**src/rtl/permute_ctrl.sv**
```systemverilog
// Sequencer for the Spongent round core: runs ROUNDS core iterations per request,
// feeding each round's state and LFSR counter back, with a per-round response timeout.
module permute_ctrl #(
    parameter int unsigned   ROUNDS  = 140,
    parameter logic [15:0]   IV_INIT = 16'h009E,
    parameter int unsigned   TIMEOUT = 64
) (
    input  logic           clk,
    input  logic           rst,
    input  logic           start,
    input  logic [263:0]   state_in,
    output logic           busy,
    output logic           done,
    output logic           error,
    output logic [263:0]   state_out,
    output logic [15:0]    round_cnt,
    output logic           rc_start,
    output logic [263:0]   rc_state,
    output logic [15:0]    rc_iv,
    input  logic           rc_rdy,
    input  logic [263:0]   rc_state_res,
    input  logic [15:0]    rc_iv_res
);

    localparam int unsigned TW = $clog2(TIMEOUT + 1);
    localparam logic [TW-1:0] TO_LAST  = TW'(TIMEOUT - 1);
    localparam logic [15:0]   ROUNDS_L = 16'(ROUNDS);

    localparam logic [2:0] S_IDLE   = 3'd0;
    localparam logic [2:0] S_ISSUE  = 3'd1;
    localparam logic [2:0] S_WAIT   = 3'd2;
    localparam logic [2:0] S_FINISH = 3'd3;
    localparam logic [2:0] S_FAULT  = 3'd4;

    logic [2:0]    state_q,     state_d;
    logic [263:0]  rc_state_q,  rc_state_d;
    logic [15:0]   rc_iv_q,     rc_iv_d;
    logic [263:0]  state_out_q, state_out_d;
    logic [15:0]   round_cnt_q, round_cnt_d;
    logic [TW-1:0] to_q,        to_d;
    logic [15:0]   round_inc;

    assign round_inc = round_cnt_q + 16'd1;

    always_comb begin
        state_d     = state_q;
        rc_state_d  = rc_state_q;
        rc_iv_d     = rc_iv_q;
        state_out_d = state_out_q;
        round_cnt_d = round_cnt_q;
        to_d        = to_q;
        case (state_q)
            S_IDLE: begin
                if (start) begin
                    rc_state_d  = state_in;
                    rc_iv_d     = IV_INIT;
                    round_cnt_d = '0;
                    state_d     = S_ISSUE;
                end
            end
            S_ISSUE: begin
                to_d    = '0;
                state_d = S_WAIT;
            end
            S_WAIT: begin
                // A result arriving on the last allowed cycle still beats the timeout.
                if (rc_rdy) begin
                    rc_state_d  = rc_state_res;
                    rc_iv_d     = rc_iv_res;
                    round_cnt_d = round_inc;
                    if (round_inc == ROUNDS_L) begin
                        state_out_d = rc_state_res;
                        state_d     = S_FINISH;
                    end else begin
                        state_d = S_ISSUE;
                    end
                end else if (to_q == TO_LAST) begin
                    state_d = S_FAULT;
                end else begin
                    to_d = to_q + TW'(1);
                end
            end
            S_FINISH: state_d = S_IDLE;
            S_FAULT:  state_d = S_IDLE;
            default:  state_d = S_IDLE;
        endcase
    end

    always_ff @(posedge clk or posedge rst) begin
        if (rst) begin
            state_q     <= S_IDLE;
            rc_state_q  <= '0;
            rc_iv_q     <= IV_INIT;
            state_out_q <= '0;
            round_cnt_q <= '0;
            to_q        <= '0;
        end else begin
            state_q     <= state_d;
            rc_state_q  <= rc_state_d;
            rc_iv_q     <= rc_iv_d;
            state_out_q <= state_out_d;
            round_cnt_q <= round_cnt_d;
            to_q        <= to_d;
        end
    end

    assign busy      = (state_q != S_IDLE);
    assign done      = (state_q == S_FINISH);
    assign error     = (state_q == S_FAULT);
    assign rc_start  = (state_q == S_ISSUE);
    assign rc_state  = rc_state_q;
    assign rc_iv     = rc_iv_q;
    assign state_out = state_out_q;
    assign round_cnt = round_cnt_q;

endmodule

```
**config.mk**
```make
export PLATFORM = sky130hd
export DESIGN_NAME = permute_ctrl
export DESIGN_NICKNAME = d
export VERILOG_FILES = /design/src/rtl/permute_ctrl.sv
export SDC_FILE = /design/constraint.sdc
export NUM_CORES = 1
export LEC_CHECK = 0
export BUFFER_PORTS_ARGS = -buffer_cell sky130_fd_sc_hd__buf_2
export CAP_MARGIN = 25
export CELL_PAD_IN_SITES_DETAIL_PLACEMENT = 2
export CELL_PAD_IN_SITES_GLOBAL_PLACEMENT = 2
export CORE_AREA = 3 3 429 431
export CTS_BUF_LIST = sky130_fd_sc_hd__clkbuf_2 sky130_fd_sc_hd__clkbuf_4 sky130_fd_sc_hd__clkbuf_8
export CTS_CLUSTER_DIAMETER = 100
export CTS_CLUSTER_SIZE = 28
export DETAILED_ROUTE_END_ITERATION = 12
export DIE_AREA = 0 0 432 434
export PLACE_DENSITY = 0.44
export SYNTH_ARGS = -nofsm -noshare
export SYNTH_HDL_FRONTEND = slang
export SYNTH_SLANG_ARGS = --single-unit
```
**constraint.sdc**
```tcl
create_clock -name clk -period 46.1 [get_ports clk]
set_clock_uncertainty 0.2 [all_clocks]
set_input_delay 4.61 -clock clk [delete_from_list [all_inputs] [get_ports clk]]
set_output_delay 4.61 -clock clk [all_outputs]
set_load 0.03 [all_outputs]
```
### After elaboration in Yosys (flattened, before gate mapping)

Cells that the tools add are included.

| storage, ports and cells | value |
|---|---|
| register bits | 570 |
| bits of input ports | 548 |
| word-level logic and storage cells | 44 |

| cells by class | value |
|---|---|
| add/subtract/negate cells | 2 |
| equality and inequality tests | 11 |
| muxes and demuxes | 17 |
| reduce and logical (&&, ||, !) cells | 8 |

Operator list:

| kind | number |
|---|---|
| 264-bit 2-to-1 mux | 2 |
| 264-bit case mux with 2 select lines | 1 |
| 16-bit 2-to-1 mux | 4 |
| 16-bit case mux with 2 select lines | 2 |
| 16-bit by 1-bit adder with 16-bit output (second input constant) | 1 |
| 16-bit by 8-bit equality test with 1-bit output (second input constant) | 1 |
| 7-bit 2-to-1 mux | 2 |
| 7-bit case mux with 2 select lines | 1 |
| 3-bit 2-to-1 mux | 3 |
| 3-bit case mux with 3 select lines | 1 |
| 3-bit AND reduction | 3 |
| 2-bit != test (second input constant) | 4 |
| 7-bit by 1-bit adder with 7-bit output (second input constant) | 1 |
| 7-bit by 6-bit equality test with 1-bit output (second input constant) | 1 |
| 3-bit by 2-bit equality test with 1-bit output (second input constant) | 2 |
| 2-bit nonzero test | 2 |
| 3-bit by 1-bit equality test with 1-bit output (second input constant) | 1 |
| 3-bit equality test (second input constant) | 1 |
| 3-bit zero test | 1 |
| 3-bit != test (second input constant) | 1 |
| 3-bit nonzero test | 1 |
| 2-bit 2-to-1 mux | 1 |
| 2-bit AND reduction | 1 |

### Depth between registers and ports, before layout

Gate-level depths: netlist (run 1).

| logic depth | value |
|---|---|
| depth in word-level cells | 5 |
| depth in mapped cells | 9 |

### Worst setup path after synthesis (run 1)

Ideal clock, no wire load.

| path | value |
|---|---|
| kind | reg2out |
| start point | reg state_q[2] |
| end point | out rc_start |
| data arrival time | 1.549 ns |
| setup slack | 39.741 ns |
| cell stages (with the launch flop) | 3 |
| buffers on the path | 1 |
| cells stage by stage | dfrtp_1 -> clkbuf_1 -> nor3b_1 |

| on the way | value |
|---|---|
| longest elaborated chain between the ends | 1 |

Ends and longest elaborated chain:

| item | RTL line | RTL |
|---|---|---|
| start, declared | 35 | `logic [2:0] state_q, state_d;` |
| start signal, assigned | 98 | `state_q <= state_d;` |
| 3-bit by 1-bit equality test with 1-bit output | 110 | `assign rc_start = (state_q == S_ISSUE);` |
| end, declared | 17 | `output logic rc_start,` |

No other way between the ends.

### Worst setup path in the final report (run 1)

| path | value |
|---|---|
| start point | in rc_rdy |
| end point | reg state_out_q[146] (netlist: state_out[146]) |

| on the way | value |
|---|---|
| longest elaborated chain between the ends | 1 |

Ends and longest elaborated chain:

| item | RTL line | RTL |
|---|---|---|
| start, declared | 20 | `input logic rc_rdy,` |
| 3-bit AND reduction (no line) | - |  |
| end signal, assigned | 101 | `state_out_q <= state_out_d;` |
| end, declared | 38 | `logic [263:0] state_out_q, state_out_d;` |

No other way between the ends.
A chain may end at the register's enable or synchronous reset.

==> implementation parameters, run 1 <==
Parameter                              Value

Yosys
  Share of flip-flops with an asynchronous set or reset ... 100%
  Fraction of the mapped netlist area in adder cells ... 0.159%
  Total nets after synthesis ... 2760
  Largest family of logic cells by synthesized area ... simple AND/OR/NAND/NOR gates
  Mux share of post-synthesis cell area ... 12.6%
  Leading register cell type out of synthesis ... sky130_fd_sc_hd__dfrtp_1
  Count of mapped cells out of synthesis ... 2209
  Share of the synthesized area in compound gates (AO/OA/AOI/OAI) ... 8.64%
  Synthesis warning total ... 0
  Distinct cell type count after synthesis ... 47
  Share of synthesized cell area in and, or, nand and nor gates ... 14.5%
  Yosys top cell by area ... sky130_fd_sc_hd__dfrtp_1
  Number of flops mapped to enable cells by yosys ... 0
  Top cells by area in the synthesized netlist ... sky130_fd_sc_hd__dfrtp_1 (60%), sky130_fd_sc_hd__mux2_1 (9.4%), sky130_fd_sc_hd__nand2_1 (8.7%)
  Post-synthesis area per instance ... 10.7 um^2
  Post-synth top area share ... 59.9%
  Share of synthesized area occupied by flip-flops and latches ... 60.5%
  Number of synthesized register bits ... 570
  Post-synthesis xor/xnor area fraction ... 0.408%
  Netlist area before placement ... 23600 um^2

Die
  Row cnt ... 156
  Area inside the core boundary ... 181000 um^2
  Effective utilization at floorplan ... 13.1%
  Number of top-level design ports ... 1112
  Die Y-Extent ... 434 um
  Area enclosed by the die boundary ... 187000 um^2
  Die boundary width ... 432 um

Worst setup path
  Critical Path Fanout Max ... 54
  Critical path's slowest cell ... sky130_fd_sc_hd__buf_4
  Delay of the slowest critical-path stage ... 0.81 ns
  Most frequent CP cell ... sky130_fd_sc_hd__buf_4
  CP Capture Type ... flip-flop
  Critical path arrival ... 7.98 ns
  Slack of the worst reg-to-reg path ... 40.92 ns
  Required time of the critical path ... 46.52 ns
  Ordered list of cells on the worst path ... buf_2, nand4_1, a21oi_1, nand4_1, nor4_4, buf_4, buf_4, buf_4, mux2_2
  Reg-to-Reg Start ... round_cnt[0]
  Setup crit start kind ... primary input
  Depth of the most critical reg-to-reg path ... 10
  Setup Crit Path Kind ... in2reg
  Critical register-to-register path endpoint ... state_out[146]

Pwr
  Clk pwr share ... 18.1%
  Net switching power of the design ... 976 uW
  Fraction of power spent switching nets ... 49.5%
  Portion of total power attributed to combinational logic ... 46.0%
  Pwr per Cell Area ... 60.0 nW/um^2
  Internal power ... 998 uW
  Worst vdd rail ir drop ... 0.0000501 V
  Static leakage ... 0.0166 uW
  Seq pwr share ... 35.9%

Clocking
  Root cell of the clock tree ... sky130_fd_sc_hd__clkbuf_8
  Post-CTS Hold Fix Bufs ... 0
  TritonCTS Buffers ... 42
  Clock Tree Buf Depth ... 3
  Clock-pin slew on the worst setup and hold paths ... 0.12 ns
  Buffers inserted by post-CTS timing repair ... 0
  Max H-tree Level ... 2
  Clk sink count ... 570
  CTS-repair resized insts ... 0
  Clock latency of the later-clocked register in the worst-skew pair ... 0.73 ns
  Clock tree from TritonCTS ... built

Cells and area
  Leading cell type in the layout, fill and taps excluded ... sky130_fd_sc_hd__buf_2
  Area of the multi-input gates ... 8590 um^2
  Fillcell total ... 20800
  Sequential cell area ... 14300 um^2
  Post-route standard cell area excluding fillers ... 32900 um^2
  Number of nets at the end of the flow ... 3787
  Share of final-layout standard cells stronger than drive strength 1 ... 39.9%
  Leading cell types in the layout, fill and taps excluded ... sky130_fd_sc_hd__buf_2 (1111), sky130_fd_sc_hd__dfrtp_1 (565), sky130_fd_sc_hd__nand2_1 (548)
  Non-filler instance count after layout ... 5676
  Layout area overhead ... 39.5%
  Final cell utilization of the core ... 18.2%

Timing
  Measured slew at the worst slew-check pin ... 1.05 ns
  Tightest slew margin relative to the limit ... 30.2%
  Peak clock frequency supported by timing ... 132 MHz
  Sum of negative setup slack ... 0 ns
  Share of the clock period used by the worst path after layout ... 16.4%
  Least setup slack across all paths after layout ... 38.54 ns
  Count of final max-slew check failures ... 0
  Number of failing hold endpoints at the final stage ... 0
  Setup violations, final ... 0
  Period minus WS final ... 7.56 ns
  Setup repair after global routing missed its margin ... false

Global route
  GRT Residual Overflow ... 0
  First-pass GRT wire length ... 194000 um
  Number of global-route vias before repair ... 22700
  Largest net degree at the start of global routing ... 170
  Initial antenna violation count ... 72
  Global routing usage summed across all routing layers ... 14.7%

Route
  Per-cell via count in the routed design ... 3.75
  Post-detailed-routing wire length ... 144000 um
  Number of antenna-violating nets in the routed design ... 0
  Number of vias after detailed routing ... 21300
  Pre-Repair DR Iteration Count ... 5
  Drt first-iter violations ... 813
  DRC viols ... 0
  Detailed-route wire length per cell ... 25.4 um

Place
  Number of placed cells counting well taps ... 5561
  DP Wirelength ... 113000 um
  Placed Area ... 31700 um^2
  Number of port buffers ... 1111
  Post-place setup slack ... 37.61 ns
  Final weighted congestion of routability-driven global placement ... 0.832

Hold path
  Hold crit path type ... reg2reg
  Launch instance of the worst min-delay path ... state_out[257]
  Terminating pin of the worst hold path ... state_out[257]
  Number of stages on the worst hold path ... 1

Job
  Max-Cap Viols ... 0

Outcome
  Result of the run ... completed
==> worst max-delay path: cells and delay by family <==
family / cells / cell delay, ns
muxes: 1 / 0.41
buffers and inverters: 4 / 2.18
AOI/OAI and AO/OA: 1 / 0.13
and+or+nand+nor: 3 / 0.44
==> synth_stat cells, types with 3 or more instances <==
master	count
sky130_fd_sc_hd__mux2_1	197
sky130_fd_sc_hd__nand4_1	7
sky130_fd_sc_hd__o21ai_0	25
sky130_fd_sc_hd__a21oi_1	5
sky130_fd_sc_hd__buf_6	6
sky130_fd_sc_hd__a31oi_1	266
sky130_fd_sc_hd__a22o_1	13
sky130_fd_sc_hd__mux2_2	68
sky130_fd_sc_hd__nor3_1	6
sky130_fd_sc_hd__nor3b_1	4
sky130_fd_sc_hd__clkbuf_1	118
sky130_fd_sc_hd__nand3_1	12
sky130_fd_sc_hd__buf_4	22
sky130_fd_sc_hd__xnor2_1	5
sky130_fd_sc_hd__buf_2	4
sky130_fd_sc_hd__buf_1	10
sky130_fd_sc_hd__nand2_1	549
sky130_fd_sc_hd__nor2_1	278
sky130_fd_sc_hd__xor2_1	6
sky130_fd_sc_hd__inv_1	3
sky130_fd_sc_hd__dfrtp_1	565
sky130_fd_sc_hd__o22a_1	5
sky130_fd_sc_hd__dfstp_2	5
sky130_fd_sc_hd__ha_1	3
==> power by group through the flow <==
| stage | clock network, uW | logic [uW] | registers [uW] |
|---|---|---|---|
| 2_1_floorplan | 0 | 317 | 947 |
| 3_3_place_gp | 0 | 927 | 718 |
| 3_5_place_dp | 0 | 935 | 721 |
| 4_1_cts | 382 | 935 | 712 |
| 5_1_grt | 397 | 986 | 729 |
| 6_report | 358 | 907 | 709 |
==> worst max path at each step <==
stage	startpoint	endpoint	slack, ns
4_1_cts	rst	rc_state[75]	38.53
6_report	rc_rdy	state_out[146]	38.54
2_1_floorplan	rst	rc_iv[0]	25.35
3_5_place_dp	rst	rc_state[79]	37.61
3_3_place_gp	rst	rc_state[79]	37.61
5_1_grt	rc_rdy	state_out[137]	38.39
==> metrics by stage <==
stage               hold slack (ns)  power [uW]
detailed placement            0.269        1660
finish                        0.294        1970
global route                  0.320        2110
CTS                           0.296        2030
floorplan                     0.276        1260
global placement              0.262        1640
==> metal layers <==
metal | GRT usage (%) | share of wire, % | up-vias
li1 | - | - | 9598
met1 | 17.2 | 40 | 10900
met2 | 25.2 | 50 | 634
met3 | 4.72 | 7.1 | 190
met4 | 4.74 | 2.9 | 10
met5 | 0 | 0.048 | -
==> sequential cells by signal (all words and copies together), names as in the netlist <==
signal / count
rc_state: 264
state_out: 264
rc_iv: 16
round_cnt: 16
to_q: 7
state_q: 3
==> logic make-up (layout without fill, tap and decap cells) <==
| kind of cell | Yosys count | count (layout) |
|---|---|---|
| AOI/OAI and AO/OA | 322 | 322 |
| xor gates and xnor gates | 11 | 11 |
| adders and majority gates | 3 | 3 |
| buffers and inverters | 165 | 1226 |
| DFF | 570 | 570 |
| muxes | 265 | 265 |
| other | 0 | 36 |
| and+or+nand+nor | 873 | 873 |
==> cell type report <==
class	instances	share of cell area (%)
tap	2370	9.01
sequential	570	43.4
antenna	36	0.274
clock inverter	27	1.17
timing repair buffer	1144	17.9
multi-input combinational	1474	26.1
clock buffer	51	2.09
inverter	4	0.0912
Power figures use the tool's default switching activity.
==> inputs of run 2 (changes only) <==
- ABC_AREA: not set -> 1
- CORE_AREA: 3 3 429 431 -> 3 3 438 440
- DIE_AREA: 0 0 432 434 -> 0 0 441 443
- PLACE_DENSITY: 0.44 -> 0.46
- clock period: 46.1 -> 7.88 ns (I/O delays scaled with it)
==> run 2 against run 1 <==
Sequential power grew to 5.8 times the previous value. Die area grew 4.2%. Worst hold slack lost 0.17 ns. Clock power grew to 6.3 times the previous value.
==> implementation parameters, run 2 <==
Parameter                              Value

Global route
  Number of global-route vias before repair ... 29400 (was 22700)
  Global routing usage summed across all routing layers ... 15.3% (was 14.7%)
  Initial antenna violation count ... 22 (was 72)
  First-pass GRT wire length ... 217000 um (was 194000 um)
  GRT Residual Overflow ... 0 (unchanged)
  Largest net degree at the start of global routing ... 175 (was 170)

Yosys
  Top cells by instance count after synthesis ... sky130_fd_sc_hd__nand2_1 (856), sky130_fd_sc_hd__dfrtp_1 (565), sky130_fd_sc_hd__inv_1 (296) (was sky130_fd_sc_hd__dfrtp_1 (565), sky130_fd_sc_hd__nand2_1 (549), sky130_fd_sc_hd__nor2_1 (278))
  Number of synthesized register bits ... 570 (unchanged)
  Distinct cell type count after synthesis ... 31 (was 47)
  Netlist area before placement ... 25000 um^2 (was 23600 um^2)
  Total nets after synthesis ... 3351 (was 2760)
  Share of flip-flops with an asynchronous set or reset ... 100% (unchanged)
  Post-synth top area share ... 56.7% (was 59.9%)
  Post-synthesis area per instance ... 8.91 um^2 (was 10.7 um^2)
  Synthesis warning total ... 0 (unchanged)
  Yosys top cell by area ... sky130_fd_sc_hd__dfrtp_1 (unchanged)
  Top cells by area in the synthesized netlist ... sky130_fd_sc_hd__dfrtp_1 (57%), sky130_fd_sc_hd__nand2_1 (13%), sky130_fd_sc_hd__a31oi_1 (6.6%) (was sky130_fd_sc_hd__dfrtp_1 (60%), sky130_fd_sc_hd__mux2_1 (9.4%), sky130_fd_sc_hd__nand2_1 (8.7%))
  Number of flops mapped to enable cells by yosys ... 0 (unchanged)
  Count of mapped cells out of synthesis ... 2800 (was 2209)
  Most common cell in the netlist ... sky130_fd_sc_hd__nand2_1 (was sky130_fd_sc_hd__dfrtp_1)
  Share of synthesized area occupied by flip-flops and latches ... 57.2% (was 60.5%)
  Leading register cell type out of synthesis ... sky130_fd_sc_hd__dfrtp_1 (unchanged)

Clocking
  Clock latency of the later-clocked register in the worst-skew pair ... 0.81 ns (was 0.73 ns)
  Clock Tree Buf Depth ... 3 (unchanged)
  CTS-repair resized insts ... 0 (unchanged)
  Root cell of the clock tree ... sky130_fd_sc_hd__clkbuf_8 (unchanged)
  Post-CTS Hold Fix Bufs ... 664 (was 0)
  Clock tree from TritonCTS ... built (unchanged)
  Max H-tree Level ... 2 (unchanged)
  Buffers inserted by post-CTS timing repair ... 0 (unchanged)
  Clk sink count ... 570 (unchanged)
  TritonCTS Buffers ... 49 (was 42)
  Clock-pin slew on the worst setup and hold paths ... 0.14 ns (was 0.12 ns)

Pwr
  Clk pwr share ... 17.3% (was 18.1%)
  Fraction of power spent switching nets ... 47.2% (was 49.5%)
  Worst vdd rail ir drop ... 0.000241 V (was 0.0000501 V)
  Internal power ... 6930 uW (was 998 uW)
  Static leakage ... 0.0201 uW (was 0.0166 uW)
  Portion of total power attributed to combinational logic ... 51.2% (was 46.0%)
  Pwr per Cell Area ... 322 nW/um^2 (was 60.0 nW/um^2)
  Net switching power of the design ... 6210 uW (was 976 uW)
  Seq pwr share ... 31.5% (was 35.9%)

Timing
  Setup repair after global routing missed its margin ... false (unchanged)
  Measured slew at the worst slew-check pin ... 1.18 ns (was 1.05 ns)
  Peak clock frequency supported by timing ... 248 MHz
  Count of final max-slew check failures ... 0 (unchanged)
  Share of the clock period used by the worst path after layout ... 51.2%
  Number of failing hold endpoints at the final stage ... 0 (unchanged)
  Tightest slew margin relative to the limit ... 21.1% (was 30.2%)
  Setup violations, final ... 0 (unchanged)
  Period minus WS final ... 4.03 ns

Die
  Effective utilization at floorplan ... 13.3% (was 13.1%)
  Number of top-level design ports ... 1112 (unchanged)
  Die Y-Extent ... 443 um (was 434 um)
  Area inside the core boundary ... 188000 um^2 (was 181000 um^2)
  Area enclosed by the die boundary ... 195000 um^2 (was 187000 um^2)
  Die boundary width ... 441 um (was 432 um)
  Row cnt ... 159 (was 156)

Place
  Number of port buffers ... 1111 (unchanged)
  Number of placed cells counting well taps ... 6254 (was 5561)
  DP Wirelength ... 116000 um (was 113000 um)
  Final weighted congestion of routability-driven global placement ... 0.819 (was 0.832)

Cells and area
  Final cell utilization of the core ... 21.7% (was 18.2%)
  Share of final-layout standard cells stronger than drive strength 1 ... 31.0% (was 39.9%)
  Leading cell type in the layout, fill and taps excluded ... sky130_fd_sc_hd__buf_2 (unchanged)
  Leading cell types in the layout, fill and taps excluded ... sky130_fd_sc_hd__buf_2 (1111), sky130_fd_sc_hd__nand2_1 (855), sky130_fd_sc_hd__dlygate4sd3_1 (664) (was sky130_fd_sc_hd__buf_2 (1111), sky130_fd_sc_hd__dfrtp_1 (565), sky130_fd_sc_hd__nand2_1 (548))
  Non-filler instance count after layout ... 7028 (was 5676)
  Number of nets at the end of the flow ... 5025 (was 3787)
  Layout area overhead ... 63.4% (was 39.5%)

Route
  Post-detailed-routing wire length ... 154000 um (was 144000 um)
  Number of antenna-violating nets in the routed design ... 0 (unchanged)
  Drt first-iter violations ... 956 (was 813)
  Per-cell via count in the routed design ... 3.75 (about the same)
  Detailed-route wire length per cell ... 21.9 um (was 25.4 um)
  DRC viols ... 0 (unchanged)
  Pre-Repair DR Iteration Count ... 6 (was 5)
  Number of vias after detailed routing ... 26400 (was 21300)

Worst setup path
  Reg-to-Reg Start ... state_q[2] (was round_cnt[0])
  Depth of the most critical reg-to-reg path ... 11 (was 10)
  Setup Crit Path Kind ... reg2reg (was in2reg)
  Critical Path Fanout Max ... 162 (was 54)
  Critical path arrival ... 4.60 ns (was 7.98 ns)
  Startpoint of the most critical setup path ... state_q[2] (was rc_rdy)
  Required time of the critical path ... 8.44 ns (was 46.52 ns)
  Critical register-to-register path endpoint ... rc_state[129] (was state_out[146])
  End point of the critical path ... rc_state[129] (was state_out[146])
  Setup crit start kind ... flip-flop (was primary input)
  Slack of the worst reg-to-reg path ... 3.85 ns (was 40.92 ns)
  CP Capture Type ... flip-flop (unchanged)

Job
  Max-Cap Viols ... 0 (unchanged)

Outcome
  Result of the run ... completed (unchanged)

Hold path
  Launch instance of the worst min-delay path ... rc_state_res[182] (was state_out[257])
  Hold crit path type ... in2reg (was reg2reg)
==> run 2: changes by cell type after synthesis, moves of 22 or more <==
cell                       before  now
sky130_fd_sc_hd__buf_2          4   52
sky130_fd_sc_hd__mux2_1       197    0
sky130_fd_sc_hd__inv_1          3  296
sky130_fd_sc_hd__mux2_2        68    0
sky130_fd_sc_hd__buf_4         22    0
sky130_fd_sc_hd__o21ai_1        0  109
sky130_fd_sc_hd__nand2_1      549  856
sky130_fd_sc_hd__clkbuf_1     118   69
sky130_fd_sc_hd__buf_6          6   57
sky130_fd_sc_hd__o21ai_2        0  152
==> run 2: power by group through the flow <==
stage	registers, uW	logic (uW)	clock network (uW)
3_3_place_gp	4190	5590	0
5_1_grt	4250	7300	2540
3_5_place_dp	4210	5650	0
4_1_cts	4150	6810	2450
6_report	4140	6730	2270
2_1_floorplan	5550	2080	0
==> run 2: cell type report <==
class / count / area (um^2)
Antenna cell: 18 / 45.0
Inverter: 297 / 1130
Fill cell: 21800 / 147000
Tap cell: 2495 / 3120
Sequential cell: 570 / 14300
Clock buffer: 57 / 778
Multi-Input combinational cell: 1753 / 8410
Timing Repair Buffer: 1803 / 12600
Clock inverter: 35 / 467
==> run 2: kinds of logic (layout without fill, tap and decap cells) <==
logic type               Yosys count  in the layout  synth area share [%]
AND/OR/NAND/NOR                 1179           1179                  18.1
flip-flops                       570            570                  57.2
other                              0             18                     0
AO/OA/AOI/OAI                    570            570                  15.4
XOR/XNOR                           1              1                0.0351
adder cells (fa/ha/maj)            3              3                 0.150
buffers and inverters            477           2192                  9.15
==> run 2: how the worst min path moves through the flow <==
stage          slack [ns]        endpoint  depth (start not counted)
4_1_cts            0.0009   rc_state[140]                          3
3_3_place_gp         0.26    state_out[8]                          2
3_5_place_dp         0.27   state_out[60]                          2
6_report             0.13  state_out[182]                          3
5_1_grt              0.05  state_out[182]                          3
2_1_floorplan        0.28         to_q[0]                          1
==> run 2: per-layer routing <==
metal	up-vias	share of wire, %	GRT usage (%)
met5	-	0.016	0
met4	4	5.3	7.66
met3	224	6.1	4.16
met2	687	49	26.4
met1	13100	39	17.3
li1	12300	-	-
==> run 2: metrics by stage <==
step | TNS [ns] | total power [uW] | instance area, um^2 | hold slack, ns | worst slack [ns]
floorplan | -490.15 | 7630 | 25000 | 0.281 | -0.868
global placement | 0 | 9770 | 32800 | 0.259 | 3.92
detailed placement | 0 | 9860 | 32800 | 0.266 | 3.95
CTS | 0 | 13400 | 40700 | 0.000900 | 3.91
global route | 0 | 14100 | 40800 | 0.0530 | 3.63
finish | 0 | 13100 | 40800 | 0.129 | 3.85
==> run 2: critical path, stage by stage, from the launching register on <==
cell	delay [ns]
sky130_fd_sc_hd__dfrtp_1	0.46
sky130_fd_sc_hd__nor2_1	0.26
sky130_fd_sc_hd__nand3_1	0.15
sky130_fd_sc_hd__buf_4	0.25
sky130_fd_sc_hd__nand2_1	0.10
sky130_fd_sc_hd__nand2_1	0.06
sky130_fd_sc_hd__buf_4	0.24
sky130_fd_sc_hd__inv_8	0.45
sky130_fd_sc_hd__buf_12	0.40
sky130_fd_sc_hd__nor2_1	0.11
sky130_fd_sc_hd__a31oi_1	0.21
sky130_fd_sc_hd__dlygate4sd3_1	0.58
==> inputs of run 3 (changes only) <==
- CORE_AREA: 3 3 438 440 -> 3 3 429 431
- DIE_AREA: 0 0 441 443 -> 0 0 432 434
- PLACE_DENSITY: 0.46 -> 0.49
- clock period: 7.88 -> 3.5 ns (I/O delays scaled with it)
==> run 3 against run 2 <==
Sequential power increased by 130%. Global-route usage increased by 0.62 points. Register-to-register slack got worse by 3.6 ns. First-iteration DRC count increased by 10%. Non-clock buffer count increased by 59. Critical path type unchanged. Count of clock-buffer cells in the layout decreased by 6. Largest power group unchanged. Die area decreased by 4.0%.
==> implementation parameters, run 3 (same netlist as run 2, synthesis figures left out) <==
Parameter                              Value

Place
  Number of port buffers ... 1111 (unchanged)
  Final weighted congestion of routability-driven global placement ... 0.805 (was 0.819)
  Number of placed cells counting well taps ... 6174 (was 6254)
  DP Wirelength ... 118000 um (was 116000 um)

Route
  Per-cell via count in the routed design ... 3.85 (was 3.75)
  Post-detailed-routing wire length ... 155000 um (was 154000 um)
  Number of antenna-violating nets in the routed design ... 0 (unchanged)
  Number of vias after detailed routing ... 26800 (was 26400)
  Detailed-route wire length per cell ... 22.3 um (was 21.9 um)
  Drt first-iter violations ... 1052 (was 956)
  Pre-Repair DR Iteration Count ... 5 (was 6)
  DRC viols ... 0 (unchanged)

Cells and area
  Leading cell type in the layout, fill and taps excluded ... sky130_fd_sc_hd__buf_2 (unchanged)
  Share of final-layout standard cells stronger than drive strength 1 ... 31.4% (was 31.0%)
  Leading cell types in the layout, fill and taps excluded ... sky130_fd_sc_hd__buf_2 (1111), sky130_fd_sc_hd__nand2_1 (855), sky130_fd_sc_hd__dlygate4sd3_1 (678) (was sky130_fd_sc_hd__buf_2 (1111), sky130_fd_sc_hd__nand2_1 (855), sky130_fd_sc_hd__dlygate4sd3_1 (664))
  Final cell utilization of the core ... 22.8% (was 21.7%)
  Fillcell total ... 20800 (was 21800)
  Number of nets at the end of the flow ... 5078 (was 5025)
  Non-filler instance count after layout ... 6947 (was 7028)
  Layout area overhead ... 64.8% (was 63.4%)

Die
  Area enclosed by the die boundary ... 187000 um^2 (was 195000 um^2)
  Number of top-level design ports ... 1112 (unchanged)
  Effective utilization at floorplan ... 13.8% (was 13.3%)
  Row cnt ... 156 (was 159)
  Area inside the core boundary ... 181000 um^2 (was 188000 um^2)
  Die Y-Extent ... 434 um (was 443 um)
  Die boundary width ... 432 um (was 441 um)

Outcome
  Result of the run ... completed (unchanged)

Worst setup path
  Number of buffer and inverter instances along the worst setup path ... 5 (unchanged)
  CP Capture Type ... flip-flop (unchanged)
  Setup crit start kind ... flip-flop (unchanged)
  Critical path's slowest cell ... sky130_fd_sc_hd__dlygate4sd3_1 (unchanged)
  Largest delay share family, worst path ... buffers and inverters (unchanged)
  Setup Crit Path Kind ... reg2reg (unchanged)
  Ordered list of cells on the worst path ... nor2_2, nand3_2, buf_4, nand2_1, nand2_1, clkinv_8, buf_12, buf_12, nor2_1, a31oi_1, dlygate4sd3_1 (was nor2_1, nand3_1, buf_4, nand2_1, nand2_1, buf_4, inv_8, buf_12, nor2_1, a31oi_1, dlygate4sd3_1)
  Critical path arrival ... 3.74 ns (was 4.60 ns)
  Critical Path Fanout Max ... 43 (was 162)
  Required time of the critical path ... 3.99 ns (was 8.44 ns)
  Delay of the slowest critical-path stage ... 0.57 ns (was 0.58 ns)

Global route
  Number of global-route vias before repair ... 30100 (was 29400)
  Global routing usage summed across all routing layers ... 15.9% (was 15.3%)
  GRT Residual Overflow ... 0 (unchanged)
  First-pass GRT wire length ... 218000 um (was 217000 um)
  Largest net degree at the start of global routing ... 108 (was 175)
  Initial antenna violation count ... 25 (was 22)

Timing
  Peak clock frequency supported by timing ... 308 MHz (was 248 MHz)
  Share of the clock period used by the worst path after layout ... 92.9% (was 51.2%)
  Setup repair after global routing missed its margin ... true (was false)
  Number of failing hold endpoints at the final stage ... 0 (unchanged)
  Tightest slew margin relative to the limit ... 39.0% (was 21.1%)
  Period minus WS final ... 3.25 ns (was 4.03 ns)
  Count of final max-slew check failures ... 0 (unchanged)
  Smallest hold slack ... 0.161 ns (was 0.129 ns)
  Setup violations, final ... 0 (unchanged)
  Measured slew at the worst slew-check pin ... 0.915 ns (was 1.18 ns)

Clocking
  Clock latency of the later-clocked register in the worst-skew pair ... 0.74 ns (was 0.81 ns)
  Buffers inserted by post-CTS timing repair ... 0 (unchanged)
  TritonCTS Buffers ... 43 (was 49)
  Clock Tree Buf Depth ... 3 (unchanged)
  Clock tree from TritonCTS ... built (unchanged)
  Clk sink count ... 570 (unchanged)
  Root cell of the clock tree ... sky130_fd_sc_hd__clkbuf_8 (unchanged)
  Max H-tree Level ... 2 (unchanged)
  Clock-pin slew on the worst setup and hold paths ... 0.15 ns (was 0.14 ns)

Pwr
  Worst vdd rail ir drop ... 0.000453 V (was 0.000241 V)
  Static leakage ... 0.0204 uW (was 0.0201 uW)
  Pwr per Cell Area ... 718 nW/um^2 (was 322 nW/um^2)

Hold path
  Hold crit path type ... in2reg (unchanged)

Job
  Max-Cap Viols ... 0 (unchanged)
run 3: cell types whose count changed in the layout (fill, tap and decap cells not counted), moves of 2 or more:
cell,before,now
sky130_fd_sc_hd__clkinv_2,4,1
sky130_fd_sc_hd__inv_6,3,5
sky130_fd_sc_hd__buf_4,17,46
sky130_fd_sc_hd__dlygate4sd3_1,664,678
sky130_fd_sc_hd__clkbuf_8,56,49
sky130_fd_sc_hd__clkinv_8,7,9
sky130_fd_sc_hd__clkinvlp_4,7,2
sky130_fd_sc_hd__buf_12,11,27
sky130_fd_sc_hd__inv_12,3,1
sky130_fd_sc_hd__bufinv_16,3,1
run 3: cell type report:
cell class              count  area, um^2  share of cell area [%]
inverters                 297        1140                    2.77
flip-flops and latches    570       14300                    34.7
repair buffers           1862       13200                    32.2
multi-input cells        1753        8420                    20.5
clock inverters            27         374                   0.910
diodes                     17        42.5                   0.103
well taps                2370        2970                    7.21
clock buffers              51         689                    1.68
run 3: worst reg2reg max path, delay by kind of cell (launching register included):
| kind | cells | cell delay (ns) |
|---|---|---|
| buffers and inverters | 5 | 1.61 |
| and+or+nand+nor | 5 | 0.75 |
| DFF | 1 | 0.48 |
| AOI/OAI and AO/OA | 1 | 0.16 |
run 3: metrics by stage:
step | total power (uW) | setup WS (ns) | TNS (ns) | area [um^2]
after global placement | 22500 | 0.562 | 0 | 33200
after floorplan | 17200 | -4.81 | -2730.52 | 25000
after CTS | 30000 | 0.0227 | 0 | 41100
final | 29500 | 0.249 | 0 | 41100
after detailed placement | 22700 | 0.529 | 0 | 33200
after global routing | 31600 | -0.0288 | -0.0359 | 41100
run 3: timing repair:
action	4_1_cts	5_1_grt
endpoints found under the setup margin	0	83
endpoints found under the hold margin	693	0
hold buffers	678	0
gates resized for setup	0	3
run 3: worst paths after layout:
path	depth (start not counted)	slack, ns	to	start
worst max-delay path	11	0.25	rc_state[87]	state_q[2]
worst min-delay path	3	0.16	rc_iv[8]	rc_iv_res[8]
worst max register to register	11	0.25	rc_state[87]	state_q[2]
worst min register to register	2	0.29	state_out[89]	state_out[89]
max in group asynchronous	6	1.35	state_out[99]	rst
min in group asynchronous	4	0.64	round_cnt[1]	rst
run 3: metal layers:
metal	track usage [%]	vias up	share of wire [%]
met5	0	-	0.021
li1	-	12400	-
met1	18.3	13400	40
met3	4.40	247	6.1
met2	27.7	721	49
met4	6.80	6	4.7
run 3: report_power, final:
group | internal (uW) | switching, uW | leakage [uW]
Sequential | 8320 | 1110 | 0.00719
Clock | 1580 | 3020 | 0.000532
Combinational | 5600 | 9920 | 0.0127
